`src/rtl/mul_pkg.sv`:
```
// Shared sizing, result record and pointer helper for the grouped
// multiply-accumulate block and its result buffer.
package mul_pkg;

  localparam int SIZE    = 4;
  localparam int LAT     = 2;
  localparam int ACC_W   = 12;
  localparam int MAX_GRP = 16;
  localparam int DEPTH   = 4;
  localparam int CNT_W   = 5;
  localparam int OCC_W   = $clog2(DEPTH + 1);
  localparam int PTR_W   = (DEPTH > 1) ? $clog2(DEPTH) : 1;
  localparam int CR_W    = $clog2(DEPTH + LAT + 1);

  typedef struct packed {
    logic [ACC_W-1:0] sum;
    logic [CNT_W-1:0] cnt;
    logic             forced;
  } res_entry_t;

  typedef struct packed {
    logic valid;
    logic last;
    logic forced;
  } trk_t;

  function automatic logic [PTR_W-1:0] ptr_inc(input logic [PTR_W-1:0] p);
    return (p == PTR_W'(DEPTH - 1)) ? {PTR_W{1'b0}} : p + PTR_W'(1);
  endfunction

endpackage

```
`src/rtl/mul_acc_fifo.sv`:
```
// Result buffer: DEPTH-entry synchronous FIFO whose head is held in output
// registers, so valid/data never come from a combinational read path.
module mul_acc_fifo
  import mul_pkg::*;
(
  input  logic             clk_i,
  input  logic             rst_ni,
  input  logic             push_i,
  input  res_entry_t       push_data_i,
  input  logic             pop_i,
  output logic             valid_o,
  output res_entry_t       data_o,
  output logic [OCC_W-1:0] occ_o
);

  res_entry_t       mem_q [DEPTH];
  logic [PTR_W-1:0] wr_ptr_q, wr_ptr_d;
  logic [PTR_W-1:0] rd_ptr_q, rd_ptr_d;
  logic [OCC_W-1:0] occ_q, occ_d;
  logic             valid_q, valid_d;
  res_entry_t       data_q, data_d, head_s;
  logic             pop_s, push_s;

  // Pointer/occupancy update and look-ahead of the next head entry.
  always_comb begin
    pop_s    = pop_i & valid_q;
    push_s   = push_i & ((occ_q != OCC_W'(DEPTH)) | pop_s);
    wr_ptr_d = push_s ? ptr_inc(wr_ptr_q) : wr_ptr_q;
    rd_ptr_d = pop_s ? ptr_inc(rd_ptr_q) : rd_ptr_q;
    case ({push_s, pop_s})
      2'b10:   occ_d = occ_q + OCC_W'(1);
      2'b01:   occ_d = occ_q - OCC_W'(1);
      default: occ_d = occ_q;
    endcase
    // A push landing on the slot that becomes head must bypass the array.
    if (push_s && (wr_ptr_q == rd_ptr_d)) begin
      head_s = push_data_i;
    end else begin
      head_s = mem_q[rd_ptr_d];
    end
    valid_d = (occ_d != {OCC_W{1'b0}});
    data_d  = valid_d ? head_s : '0;
  end

  // Storage, pointers and registered head.
  always_ff @(posedge clk_i or negedge rst_ni) begin
    if (!rst_ni) begin
      for (int i = 0; i < DEPTH; i++) mem_q[i] <= '0;
      wr_ptr_q <= {PTR_W{1'b0}};
      rd_ptr_q <= {PTR_W{1'b0}};
      occ_q    <= {OCC_W{1'b0}};
      valid_q  <= 1'b0;
      data_q   <= '0;
    end else begin
      if (push_s) mem_q[wr_ptr_q] <= push_data_i;
      wr_ptr_q <= wr_ptr_d;
      rd_ptr_q <= rd_ptr_d;
      occ_q    <= occ_d;
      valid_q  <= valid_d;
      data_q   <= data_d;
    end
  end

  assign valid_o = valid_q;
  assign data_o  = data_q;
  assign occ_o   = occ_q;

endmodule

```
`src/rtl/mul_acc_4bit.sv`:
```
// Grouped accumulator behind an external LAT-deep multiplier: tracks accepted
// pairs to their products, sums each group and queues results under credit.
module mul_acc_4bit
  import mul_pkg::*;
(
  input  logic              clk,
  input  logic              rst_n,
  input  logic              op_valid,
  input  logic              op_last,
  output logic              op_ready,
  input  logic [2*SIZE-1:0] mul_out,
  output logic              res_valid,
  input  logic              res_ready,
  output logic [ACC_W-1:0]  res_data,
  output logic [CNT_W-1:0]  res_cnt,
  output logic              res_forced
);

  trk_t             trk_q [LAT];
  trk_t             trk_in_s, trk_out_s;
  logic [CNT_W-1:0] grp_cnt_q, grp_cnt_d;
  logic [ACC_W-1:0] acc_q, acc_d, sum_s;
  logic [CNT_W-1:0] acc_cnt_q, acc_cnt_d, cnt_s;
  logic             start_q, start_d;
  logic             accept_s, grp_full_s, push_s;
  logic [OCC_W-1:0] occ_s;
  logic [CR_W-1:0]  credit_s;
  res_entry_t       push_entry_s, head_s;

  // Issue side: acceptance, effective-last and group counting.
  always_comb begin
    accept_s        = op_valid & op_ready;
    grp_full_s      = (grp_cnt_q == CNT_W'(MAX_GRP - 1));
    trk_in_s.valid  = accept_s;
    trk_in_s.last   = accept_s & (op_last | grp_full_s);
    trk_in_s.forced = accept_s & grp_full_s & ~op_last;
    if (!accept_s) begin
      grp_cnt_d = grp_cnt_q;
    end else if (trk_in_s.last) begin
      grp_cnt_d = {CNT_W{1'b0}};
    end else begin
      grp_cnt_d = grp_cnt_q + CNT_W'(1);
    end
  end

  // Credit: every result already buffered or still in the delay line holds a slot.
  always_comb begin
    credit_s = CR_W'(occ_s);
    for (int i = 0; i < LAT; i++) credit_s = credit_s + CR_W'(trk_q[i].last);
    op_ready = (credit_s < CR_W'(DEPTH));
  end

  // Accumulate side, aligned with the product of the tracked pair.
  always_comb begin
    trk_out_s           = trk_q[LAT-1];
    sum_s               = (start_q ? {ACC_W{1'b0}} : acc_q) + ACC_W'(mul_out);
    cnt_s               = (start_q ? {CNT_W{1'b0}} : acc_cnt_q) + CNT_W'(1);
    push_s              = trk_out_s.valid & trk_out_s.last;
    push_entry_s.sum    = sum_s;
    push_entry_s.cnt    = cnt_s;
    push_entry_s.forced = trk_out_s.forced;
    if (trk_out_s.valid) begin
      acc_d     = sum_s;
      acc_cnt_d = cnt_s;
      start_d   = trk_out_s.last;
    end else begin
      acc_d     = acc_q;
      acc_cnt_d = acc_cnt_q;
      start_d   = start_q;
    end
  end

  // Delay line, group counter and accumulator state.
  always_ff @(posedge clk or negedge rst_n) begin
    if (!rst_n) begin
      for (int i = 0; i < LAT; i++) trk_q[i] <= '0;
      grp_cnt_q <= {CNT_W{1'b0}};
      acc_q     <= {ACC_W{1'b0}};
      acc_cnt_q <= {CNT_W{1'b0}};
      start_q   <= 1'b1;
    end else begin
      trk_q[0] <= trk_in_s;
      for (int i = 1; i < LAT; i++) trk_q[i] <= trk_q[i-1];
      grp_cnt_q <= grp_cnt_d;
      acc_q     <= acc_d;
      acc_cnt_q <= acc_cnt_d;
      start_q   <= start_d;
    end
  end

  mul_acc_fifo u_fifo (
    .clk_i      (clk),
    .rst_ni     (rst_n),
    .push_i     (push_s),
    .push_data_i(push_entry_s),
    .pop_i      (res_ready),
    .valid_o    (res_valid),
    .data_o     (head_s),
    .occ_o      (occ_s)
  );

  assign res_data   = head_s.sum;
  assign res_cnt    = head_s.cnt;
  assign res_forced = head_s.forced;

endmodule

```
`config.mk`:
```
export PLATFORM = sky130hd
export DESIGN_NAME = mul_acc_4bit
export DESIGN_NICKNAME = d
export VERILOG_FILES = /design/src/rtl/mul_pkg.sv /design/src/rtl/mul_acc_fifo.sv /design/src/rtl/mul_acc_4bit.sv
export SDC_FILE = /design/constraint.sdc
export NUM_CORES = 1
export LEC_CHECK = 0
export CAP_MARGIN = 20
export CORE_MARGIN = 5
export CORE_UTILIZATION = 64
export DETAILED_ROUTE_END_ITERATION = 12
export PLACE_DENSITY_LB_ADDON = 0.08
export SYNTH_ARGS = -nofsm -noshare
export SYNTH_HDL_FRONTEND = slang
export SYNTH_SLANG_ARGS = --single-unit
```
`constraint.sdc`:
```
create_clock -name clk -period 5.7 [get_ports clk]
set_input_delay 0.57 -clock clk [delete_from_list [all_inputs] [get_ports clk]]
set_output_delay 0.57 -clock clk [all_outputs]
set_load 0.05 [all_outputs]
```
Yosys cells after proc, flatten, opt, wreduce, memory -nomap -nowiden
Index checks and enable logic that the tools add are counted.

word-level totals
  input bits = 13
  output and inout port bits = 20
  bits in registers = 127

cells by class
  muxes and demuxes = 15
  bitwise gates (word level) = 12
  equal/unequal tests = 7
  magnitude comparators = 4
  reduce and logical (&&, ||, !) cells = 3
  add/subtract/negate cells = 9

operators by type and width
  kind                                                                           number
  18-bit 2-to-1 mux                                                              5
  72-bit bitwise mux                                                             1
  18-bit binary-select mux with 2-bit select                                     1
  18-bit demux with 2-bit select                                                 1
  12-bit by 8-bit adder with 12-bit output                                       1
  12-bit 2-to-1 mux                                                              1
  5-bit by 1-bit adder with 5-bit output (second input constant)                 2
  5-bit 2-to-1 mux                                                               2
  1-bit bitwise AND                                                              7
  3-bit by 1-bit adder with 3-bit output                                         2
  2-bit == test (second input constant)                                          3
  3-bit >= comparator (second input constant)                                    2
  2-bit 2-to-1 mux                                                               3
  2-bit inverter with 3-bit output                                               2
  3-bit one-hot mux with 2 select lines                                          1
  5-bit by 4-bit == test with 1-bit output (second input constant)               1
  2-bit by 1-bit adder with 2-bit output (second input constant)                 2
  3-bit by 1-bit adder with 3-bit output (second input constant)                 1
  3-bit by 1-bit less-than comparator with 1-bit output (second input constant)  1
  3-bit less-than comparator (second input constant)                             1
  3-bit inequality test (second input constant)                                  1
  3-bit nonzero test                                                             1
  3-bit by 1-bit subtractor with 3-bit output (second input constant)            1
  2-bit by 1-bit == test with 1-bit output (second input constant)               1
  other kinds (4)                                                                6

Logic depth before layout (Yosys ltp)
  depth after elaboration = 9
  depth in mapped cells = 11
  gate-level depth less buffers = 9

Cells and area by module
A second synthesis with hierarchy kept.

second synthesis, totals
  cells, all modules = 434
  area, all modules = 6020.8 um2

modules (own cells, without submodules)
  module        cells an instance  times used  area each (um2)  sequential area each (um2)
  mul_acc_fifo  262                1           4284.1           2452.4
  mul_acc_4bit  172                1           1736.7           726.9

Worst setup path after synthesis
OpenSTA, ideal clock, no wires.

  path type = reg2reg
  from = register u_fifo.occ_q[0] (netlist: u_fifo.occ_o[0])
  to = register grp_cnt_q[4]
  required time = 5.617 ns
  setup slack = 2.982 ns
  path buffers = 0
  arrival = 2.635 ns
  stages on the path, launching flop included = 8
  setup time = 0.083 ns
  cell sequence = dfrtp_1 > ha_1 > a21oi_1 > nor2_1 > xnor2_1 > nand2_1 > or4_1 > o21ai_0

between the ends
  longest elaborated chain between the ends = 6

ends and longest elaborated chain
  what                                                    RTL line            text
  start: declaration                                      mul_acc_fifo.sv:19  logic [OCC_W-1:0] occ_q, occ_d;
  start signal: assignment                                mul_acc_fifo.sv:51  occ_q <= {OCC_W{1'b0}};
  3-bit by 1-bit adder with 3-bit output * (2 in series)  mul_acc_4bit.sv:49  for (int i = 0; i < LAT; i++) credit_s = credit_s + CR_W'(trk_q[i].last);
  3-bit less-than comparator *                            mul_acc_4bit.sv:50  op_ready = (credit_s < CR_W'(DEPTH));
  named net op_ready                                      mul_acc_4bit.sv:10  output logic op_ready,
  1-bit bitwise AND *                                     mul_acc_4bit.sv:32  accept_s = op_valid & op_ready;
  1-bit bitwise AND                                       mul_acc_4bit.sv:35  trk_in_s.last = accept_s & (op_last | grp_full_s);
  5-bit 2-to-1 mux                                        mul_acc_4bit.sv:39  end else if (trk_in_s.last) begin
  end signal: assignment                                  mul_acc_4bit.sv:77  grp_cnt_q <= {CNT_W{1'b0}};
  end signal: assignment                                  mul_acc_4bit.sv:84  grp_cnt_q <= grp_cnt_d;
  end: declaration                                        mul_acc_4bit.sv:21  logic [CNT_W-1:0] grp_cnt_q, grp_cnt_d;

The timed path passes the listed nets; every way through them passes the cells marked *.
A chain may end at the register's enable or synchronous reset.

Worst setup path after layout
  from = register u_fifo.occ_q[0] (netlist: u_fifo.occ_o[0])
  to = output op_ready

between the ends
  longest elaborated chain between the ends = 3

ends and longest elaborated chain
  what                                                  RTL line
  3-bit by 1-bit adder with 3-bit output (2 in series)  mul_acc_4bit.sv:49
  3-bit less-than comparator                            mul_acc_4bit.sv:50
  end: declaration                                      mul_acc_4bit.sv:10

Every way passes these cells.

==> results.py <==
metrics = {
    "run_status": {
        "status": "completed",
    },
    "cts": {
        "post_cts_buffers": 0,
        "insertion_delay_ns": 0.53,
        "clockBufferDepth": 2,
        "htreeDepth": 4,
        "cts.sinks": 127,
        "hold_buffers": 0,
        "cts.clk_slew.worst_paths_ns": 0.06,
        "tritoncts": "yes",
        "cts_buffers": 17,
        "cts_resized": 0,
        "cts-root-buf": "clkbuf_8",
    },
    "global_route": {
        "grt_pass1_wl_mm": 22.96,
        "antenna_found_initial": 0,
        "grt-ovfl-total": 0,
        "grt_max_degree": 67,
        "grt_pass1_vias": 4636,
        "grt_util_all_layers": 0.2604,
    },
    "logic_synthesis": {
        "synth_top_cell_by_area": "dfrtp_1",
        "synth_area_um2": 6046,
        "yosys_warnings": 0,
        "synth.distinct_cells": 47,
        "synth_area_per_cell_um2": 9.612,
        "ys_async_sr_fraction": 1.000,
        "synth-compound-area-share": 0.1128,
        "synth_fa_ha_area_frac": 0.04180,
        "synth-edff-count": 0,
        "synth-seq-area-share": 0.5259,
        "synth_top_family_by_area": "simple AND/OR/NAND/NOR gates",
        "yosysTopAreaCellShare": 0.5215,
        "muxShareOfSynthArea": 0.07947,
        "synth-main-ff-cell": "dfrtp_1",
        "post-synth-top-count-cell": "nand2_1",
        "synthTopCellsByCount": "nand2_1 (142), dfrtp_1 (126), o21ai_0 (71), nand3_1 (61), a21oi_1 (32)",
        "synth-simple-area-share": 0.1834,
        "synth.area.top_cells": "dfrtp_1 (52%), nand2_1 (8.8%), o21ai_0 (5.9%), nand3_1 (5.0%), mux2_2 (4.8%)",
        "syn_inst": 629,
        "syn_nets": 661,
        "synth_seq_cells": 127,
        "synth-xor-area-share": 0.02028,
    },
    "detailed_routing": {
        "first_pass_iters": 5,
        "drtAntennaViolNets": 0,
        "vias_per_cell": 5.835,
        "drt-initial-drc-count": 361,
        "totalWireLength_mm": 13.92,
        "route.vias.total": 4656,
        "routedWlPerCell_um": 17.44,
        "drc": 0,
    },
    "layout": {
        "antenna_cells": 0,
        "drive_above_1_share": 0.1121,
        "fin_area_um2": 7113,
        "fillers": 622,
        "syn2layout_area_growth_pct": 17.65,
        "utilization": 0.7698,
        "instances_no_fill": 798,
        "num-nets-final": 688,
        "multiInputGateArea_um2": 2646,
        "final-seq-area_um2": 3179,
    },
    "timing": {
        "worstMarginPinSlew_ns": 1.079,
        "fin_skew_ns": 0.006158,
        "rsz0062_at_grt": "no",
        "finalSetupViolCount": 0,
        "fmax_mhz": 308.3,
        "slew_headroom": 0.2790,
        "min_period_ns": 3.244,
        "finalCritPeriodShare": 0.5690,
        "drv_slew": 0,
        "tns_ns": 0,
        "hold_viol_final": 0,
    },
    "power_and_ir_drop": {
        "power.total_mw": 4.562,
        "powerDensity_nw_per_um2": 641.3,
        "cellLeakagePower_nw": 3.228,
        "worst_ir_drop_vdd_v": 0.0003782,
    },
    "placement": {
        "place_congestion": 0.8574,
        "place_area_um2": 6417,
        "dpl.cell_count": 764,
        "port_buffers": 32,
        "dp_hpwl_mm": 8.181,
    },
    "flow_run": {
        "cap_violations": 0,
    },
    "worst_setup_path": {
        "crit_fanout": 5,
        "end_kind": "primary output",
        "worstSetupPathType": "register to primary output",
        "start_kind": "register",
        "worst_ep_required_time_ns": 5.13,
        "critPathArrivalTime_ns": 2.67,
    },
    "floorplanning": {
        "initial_utilization": 0.6543,
        "die_w_um": 107.2,
        "die_area_um2": 11490,
        "core-area_um2": 9240,
        "fp.dieH_um": 107.2,
        "rows": 35,
        "io_pins": 33,
    },
    "worst_hold_path": {
        "hold_path.class": "primary input to async pin",
    },
}
## sequential cells by signal, summed over array words and instances, names as in the netlist
name             cells
acc_cnt_q            5
acc_q               12
grp_cnt_q            5
push_entry_s         1
start_q              1
trk_out_s            2
trk_q                3
u_fifo.data_o       18
u_fifo.mem_q        72
u_fifo.occ_o         3
u_fifo.rd_ptr_q      2
u_fifo.valid_o       1
u_fifo.wr_ptr_q      2
## worst max-delay path, cell delays in order (launching register included)
cell	delay, ns
dfrtp_1	0.44
ha_1	0.30
a21oi_1	0.13
nor2_1	0.07
xnor2_1	0.32
clkdlybuf4s50_1	0.88
## cell type report
type                       count  area share
clock buffer                  23     0.06843
inverter                      22     0.01161
sequential                   127      0.4470
timing repair buffer          38     0.05664
clock inverter                 9     0.02164
multi-input combinational    450      0.3720
tap                          129     0.02269
## path summary, 6_finish.rpt
kind,startpoint,endpoint,slack (ns),depth (start not counted)
max reg2reg,start_q,u_fifo.mem_q[52],2.48,8
min in group clk,trk_q[5],trk_out_s[2],0.35,0
min,rst_n,u_fifo.data_o[10],0.10,1
min reg2reg,trk_q[5],trk_out_s[2],0.35,0
max,u_fifo.occ_o[0],op_ready,2.46,5
max in group asynchronous,rst_n,u_fifo.mem_q[41],4.28,2
## logic make-up after synthesis
logic type | after synthesis
and+or+nand+nor | 252
DFF | 127
AOI/OAI and AO/OA | 124
buffers and inverters | 52
muxes | 41
adders and majority gates | 19
xor gates and xnor gates | 14
## layer usage
metal,track usage,vias to the layer above,wire length [um]
met4,0.08311,0,180
met1,0.3406,2301,6023
met3,0.06201,20,759
met5,0,-,0
li1,-,2190,-
met2,0.4298,145,6957
## where the power goes
part | total, mW | switching [mW] | internal [mW]
registers | 1.37 | 0.172 | 1.20
clock network | 1.16 | 0.391 | 0.768
logic | 2.03 | 1.34 | 0.695
total | 4.56 | 1.90 | 2.66
## per-stage QoR
stage	hold WS, ns	worst slack, ns
after floorplan	0.2744	2.982
final	0.1011	2.456
after global routing	0.1683	2.235
after CTS	0.1238	2.449
after detailed placement	0.3478	2.167
after global placement	0.3459	2.286
## placed cells by master (no fill, tap or decap), types with 3 or more instances in the layout
cell	n
nor2b_1	7
a21oi_1	32
clkbuf_8	6
a21o_1	3
mux2i_1	12
ha_1	17
clkdlybuf4s50_1	31
buf_4	5
a211oi_1	4
nand2_1	142
xnor2_1	11
bufinv_16	4
or2_1	4
xor2_1	3
o21ai_0	71
dfrtp_1	126
mux2_2	26
clkbuf_16	16
nand3_1	61
nor2_1	20
o21a_1	3
nand2b_1	4
inv_1	20
(Power assumes the default switching activity.)
==> RTL edit 1 (same flow settings) <==
Set the package constant `DEPTH` to 2 (it was 4).
--- a/src/rtl/mul_pkg.sv
+++ b/src/rtl/mul_pkg.sv
@@ -6,7 +6,7 @@
   localparam int LAT     = 2;
   localparam int ACC_W   = 12;
   localparam int MAX_GRP = 16;
-  localparam int DEPTH   = 4;
+  localparam int DEPTH   = 2;
   localparam int CNT_W   = 5;
   localparam int OCC_W   = $clog2(DEPTH + 1);
   localparam int PTR_W   = (DEPTH > 1) ? $clog2(DEPTH) : 1;
Behaviour: not the same (Yosys sat finds a counterexample within 4 cycles, from zero or initial values and one cycle with rst_n low).
==> RTL edit 1 against the original RTL <==
  * Count of clock-buffer cells in the layout decreased by 13
  * Power decreased by 32%
  * Wire length decreased by 36%
  * Synthesized area decreased by 30%
  * Critical path depth increased by 3
  * Global-route usage decreased by 3.1 points
  * Final cell count decreased by 33%
  * Non-clock buffer count decreased by 2
  * Sequential cell count decreased by 39
  * Core utilization decreased by 1.4 points
  * Critical endpoint is now u_fifo.data_o[14]
  * Setup slack improved by 0.19 ns
  * Final area decreased by 32%
  * Fmax increased by 6.1%
==> RTL edit 1: results (changes against the original RTL) <==
[metrics] layout inverter count without the clock tree: 15 (-32%)
[metrics] slew of the pin with the lowest slew margin: 0.955 ns (-0.124 ns)
[metrics] Largest register FFs: 36 (-50%)
[metrics] NetSw: 1.34 mW (-29%)
[metrics] synth cell count leaders: 96 x nand2_1, 87 x dfrtp_1, 37 x o21ai_0
[metrics] Worst-Skew Late Latency: 0.36 ns (-0.17 ns)
[metrics] Detailed Routing Iterations Pass 1: 4 (-1)
[metrics] Layout clock buffers: 10 (-57%)
[metrics] pin count of the biggest net entering global routing: 89 (+33%)
[metrics] Comb power frac: 0.508 (+0.062)
[metrics] number of nets at the end of the flow: 477 (-31%)
[metrics] fraction of layout instances using a drive strength above 1: 0.110 (-0.00222)
[metrics] Register-to-Register Setup Slack: 2.64 ns (+0.16 ns)
[metrics] area fraction of clock buffers and clock inverters: 0.0451 (-0.0450)
[metrics] Routed WL per cell: 16.8 um (-3.4%)
[metrics] vias after detailed routing: 3,107 (-33%)
[metrics] post-route standard cell area excluding fillers: 4860 um2 (-32%)
[metrics] GRT Util Overall: 0.230 (-0.0307)
[metrics] count of flip-flops and latches: 88 (-31%)
[metrics] net count after synthesis: 450 (-32%)
[metrics] Final non-clock buffer share: 0.0799 (+0.0232)
[metrics] Die W: 91.5 um (-15%)
[metrics] clock transition time at the flip-flop clock pins of the worst setup and hold paths: 0.09 ns (+0.03 ns)
[metrics] detailed-placement wirelength estimate: 5910 um (-28%)
[metrics] Critical Path Source: start_q
[metrics] distinct cell type count after synthesis: 57 (+21%)
[metrics] number of H-tree levels: 3 (-1)
[metrics] dpl cells: 514 (-33%)
[metrics] Final Hold Slack: 0.0690 ns (-0.0321 ns)
[metrics] crit path DAT: 3.26 ns (+0.59 ns)
[metrics] shortest clock period the worst path allows after layout: 3.06 ns (-0.185 ns)
[metrics] number of clock buffers inserted by TritonCTS: 9 (-8)
[metrics] share of cell area taken by flip-flops and latches: 0.454 (+0.00678)
[metrics] result of the run: finished clean
[metrics] per-instance average area after synthesis: 10.1 um2 (+4.6%)
[metrics] leakage power summed over all cells: 2.21 nW (-31%)
[metrics] placed cell area: 4580 um2 (-29%)
[metrics] multi-input gate count: 300 (-33%)
[metrics] cell with the biggest individual delay on the critical path: dfstp_2
## RTL edit 1: cell types whose count changed in the layout (fill, tap and decap cells not counted), moves of 5 or more
cell       delta
mux2_2       -17
inv_1         -6
nand2_1      -46
a21oi_1      -23
o21ai_0      -34
a311oi_1     +10
dfrtp_1      -39
nand3_1      -56
xor2_1        +5
mux2i_1       -9
clkbuf_16    -16
## RTL edit 1: logic make-up (layout without fill, tap and decap cells)
kind of cell             Yosys count  in the layout  share of synthesized area
AND/OR/NAND/NOR                  163            163                      0.170
buffers and inverters             35             67                     0.0368
XOR/XNOR                          22             22                     0.0503
AO/OA/AOI/OAI                     89             89                      0.151
adder cells (fa/ha/maj)           14             14                     0.0430
multiplexers                      12             12                     0.0309
flip-flops                        88             88                      0.518
## RTL edit 1: layer usage
layer  track usage  vias to the layer above  share of wire
met5             0                        -              0
li1              -                     1511              -
met3        0.0455                       13          0.040
met2         0.350                       72           0.48
met4        0.0892                        0          0.012
met1         0.325                     1511           0.46
==> RTL edit 2 (same settings) <==
Made on the original files. Reset style: synchronous (`rst_n` and `rst_ni`), changed in 2 clocked blocks.
--- a/src/rtl/mul_acc_fifo.sv
+++ b/src/rtl/mul_acc_fifo.sv
@@ -43,7 +43,7 @@
   end
 
   // Storage, pointers and registered head.
-  always_ff @(posedge clk_i or negedge rst_ni) begin
+  always_ff @(posedge clk_i) begin
     if (!rst_ni) begin
       for (int i = 0; i < DEPTH; i++) mem_q[i] <= '0;
       wr_ptr_q <= {PTR_W{1'b0}};
--- a/src/rtl/mul_acc_4bit.sv
+++ b/src/rtl/mul_acc_4bit.sv
@@ -71,7 +71,7 @@
   end
 
   // Delay line, group counter and accumulator state.
-  always_ff @(posedge clk or negedge rst_n) begin
+  always_ff @(posedge clk) begin
     if (!rst_n) begin
       for (int i = 0; i < LAT; i++) trk_q[i] <= '0;
       grp_cnt_q <= {CNT_W{1'b0}};
Check against the original RTL: differs if rst_n is asserted again (counterexample within 4 cycles, from zero or initial values and one cycle with rst_n low); with rst_n held inactive, the same outputs for 4 cycles.
==> RTL edit 2 against the original RTL <==
  * Die area shrank 0.87%
  * Wire length down 6.1%
  * Core utilization shrank 1.1 points
  * Non-clock buffer count unchanged
  * Synthesized area decreased by 0.95%
  * Setup slack got worse by 0.26 ns
  * Sequential cell count stayed put
  * Final area down 1.9%
  * Largest cell class unchanged
Power is not compared: it rests on default switching activity, and its combinational part moved more than twofold at a synthesized area within 25%.
==> RTL edit 2: results (changes against the original RTL) <==
[metrics] count of flip-flops and latches: 127 (unchanged)
[metrics] result of the run: finished clean
[metrics] fraction of registers with async set/reset: 0 (-1.00)
[metrics] first-pass GRT wire length: 21,500 um (-6.4%)
[metrics] multi-input gate share of the layout cell area: 0.361 (-0.0114)
[metrics] net count after synthesis: 638 (-3.5%)
[metrics] violation count after the first detailed-routing iteration: 406 (+12%)
[metrics] Area contributors post-synth: edfxtp_1 36%, dfxtp_1 18%, nor2_1 6.9%
[metrics] Routed WL per cell: 17.3 um (-0.94%)
[metrics] synthesized-area fraction occupied by ao, oa, aoi and oai cells: 0.113 (+0.000457)
[metrics] distinct cell type count after synthesis: 55 (+17%)
[metrics] number of nets at the end of the flow: 661 (-3.9%)
[metrics] layout inverter count without the clock tree: 20 (-9.1%)
[metrics] gpl congestion: 0.826 (-3.7%)
[metrics] sequential share of the synthesized area: 0.545 (+0.0191)
[metrics] hold crit path type: register to register
[metrics] fill cell total of the finished layout: 632 (+1.6%)
[metrics] placed cell area: 6350 um2 (-1.0%)
[metrics] fraction of layout instances using a drive strength above 1: 0.0853 (-0.0268)
[metrics] adder-cell area share of the yosys netlist: 0.0359 (-0.00587)
[metrics] Register Area: 3260 um2 (+2.6%)
[metrics] Final Hold Slack: 0.435 ns (+0.334 ns)
[metrics] share of cell area taken by muxes after synthesis: 0.0370 (-0.0425)
[metrics] crit path DAT: 3.86 ns (+1.19 ns)
[metrics] via count of the first global-routing pass: 4,376 (-5.6%)
[metrics] Max FO, Critical Path: 21 (+16)
[metrics] worst slack after detailed placement: 1.74 ns (-0.422 ns)
[metrics] pin count of the biggest net entering global routing: 37 (-45%)
[metrics] Final non-clock buffer share: 0.0523 (-0.00430)
[metrics] post-route standard cell area excluding fillers: 6980 um2 (-1.9%)
[metrics] area fraction of clock buffers and clock inverters: 0.0889 (-0.00116)
[metrics] slew of the pin with the lowest slew margin: 1.04 ns (-0.0389 ns)
## RTL edit 2: cell families (layout without fill, tap and decap cells)
| family | Yosys count | after routing |
|---|---|---|
| flops | 127 | 127 |
| buf+inv | 54 | 90 |
| simple gates | 287 | 287 |
| xor+xnor | 11 | 11 |
| mux | 18 | 18 |
| fa+ha+maj | 16 | 16 |
| compound gates | 96 | 96 |
## RTL edit 2: layer usage
metal | global-route usage | part of all wire | wire length [um] | vias up
met1 | 0.329 | 0.43 | 5670 | 2153
met2 | 0.388 | 0.47 | 6200 | 175
met3 | 0.0554 | 0.083 | 1080 | 10
li1 | - | - | - | 2178
met5 | 0 | 0 | 0 | -
met4 | 0.0721 | 0.0089 | 116 | 0
## RTL edit 2: worst max-delay path, cell delays in order, from the launching register on
cell	delay (ns)
dfxtp_1	0.77
nor2b_1	0.11
ha_1	0.24
fa_1	0.44
a211oi_2	0.27
o21ai_1	0.15
o311ai_0	0.51
mux2i_1	0.57
or3b_1	0.22
a21oi_1	0.07
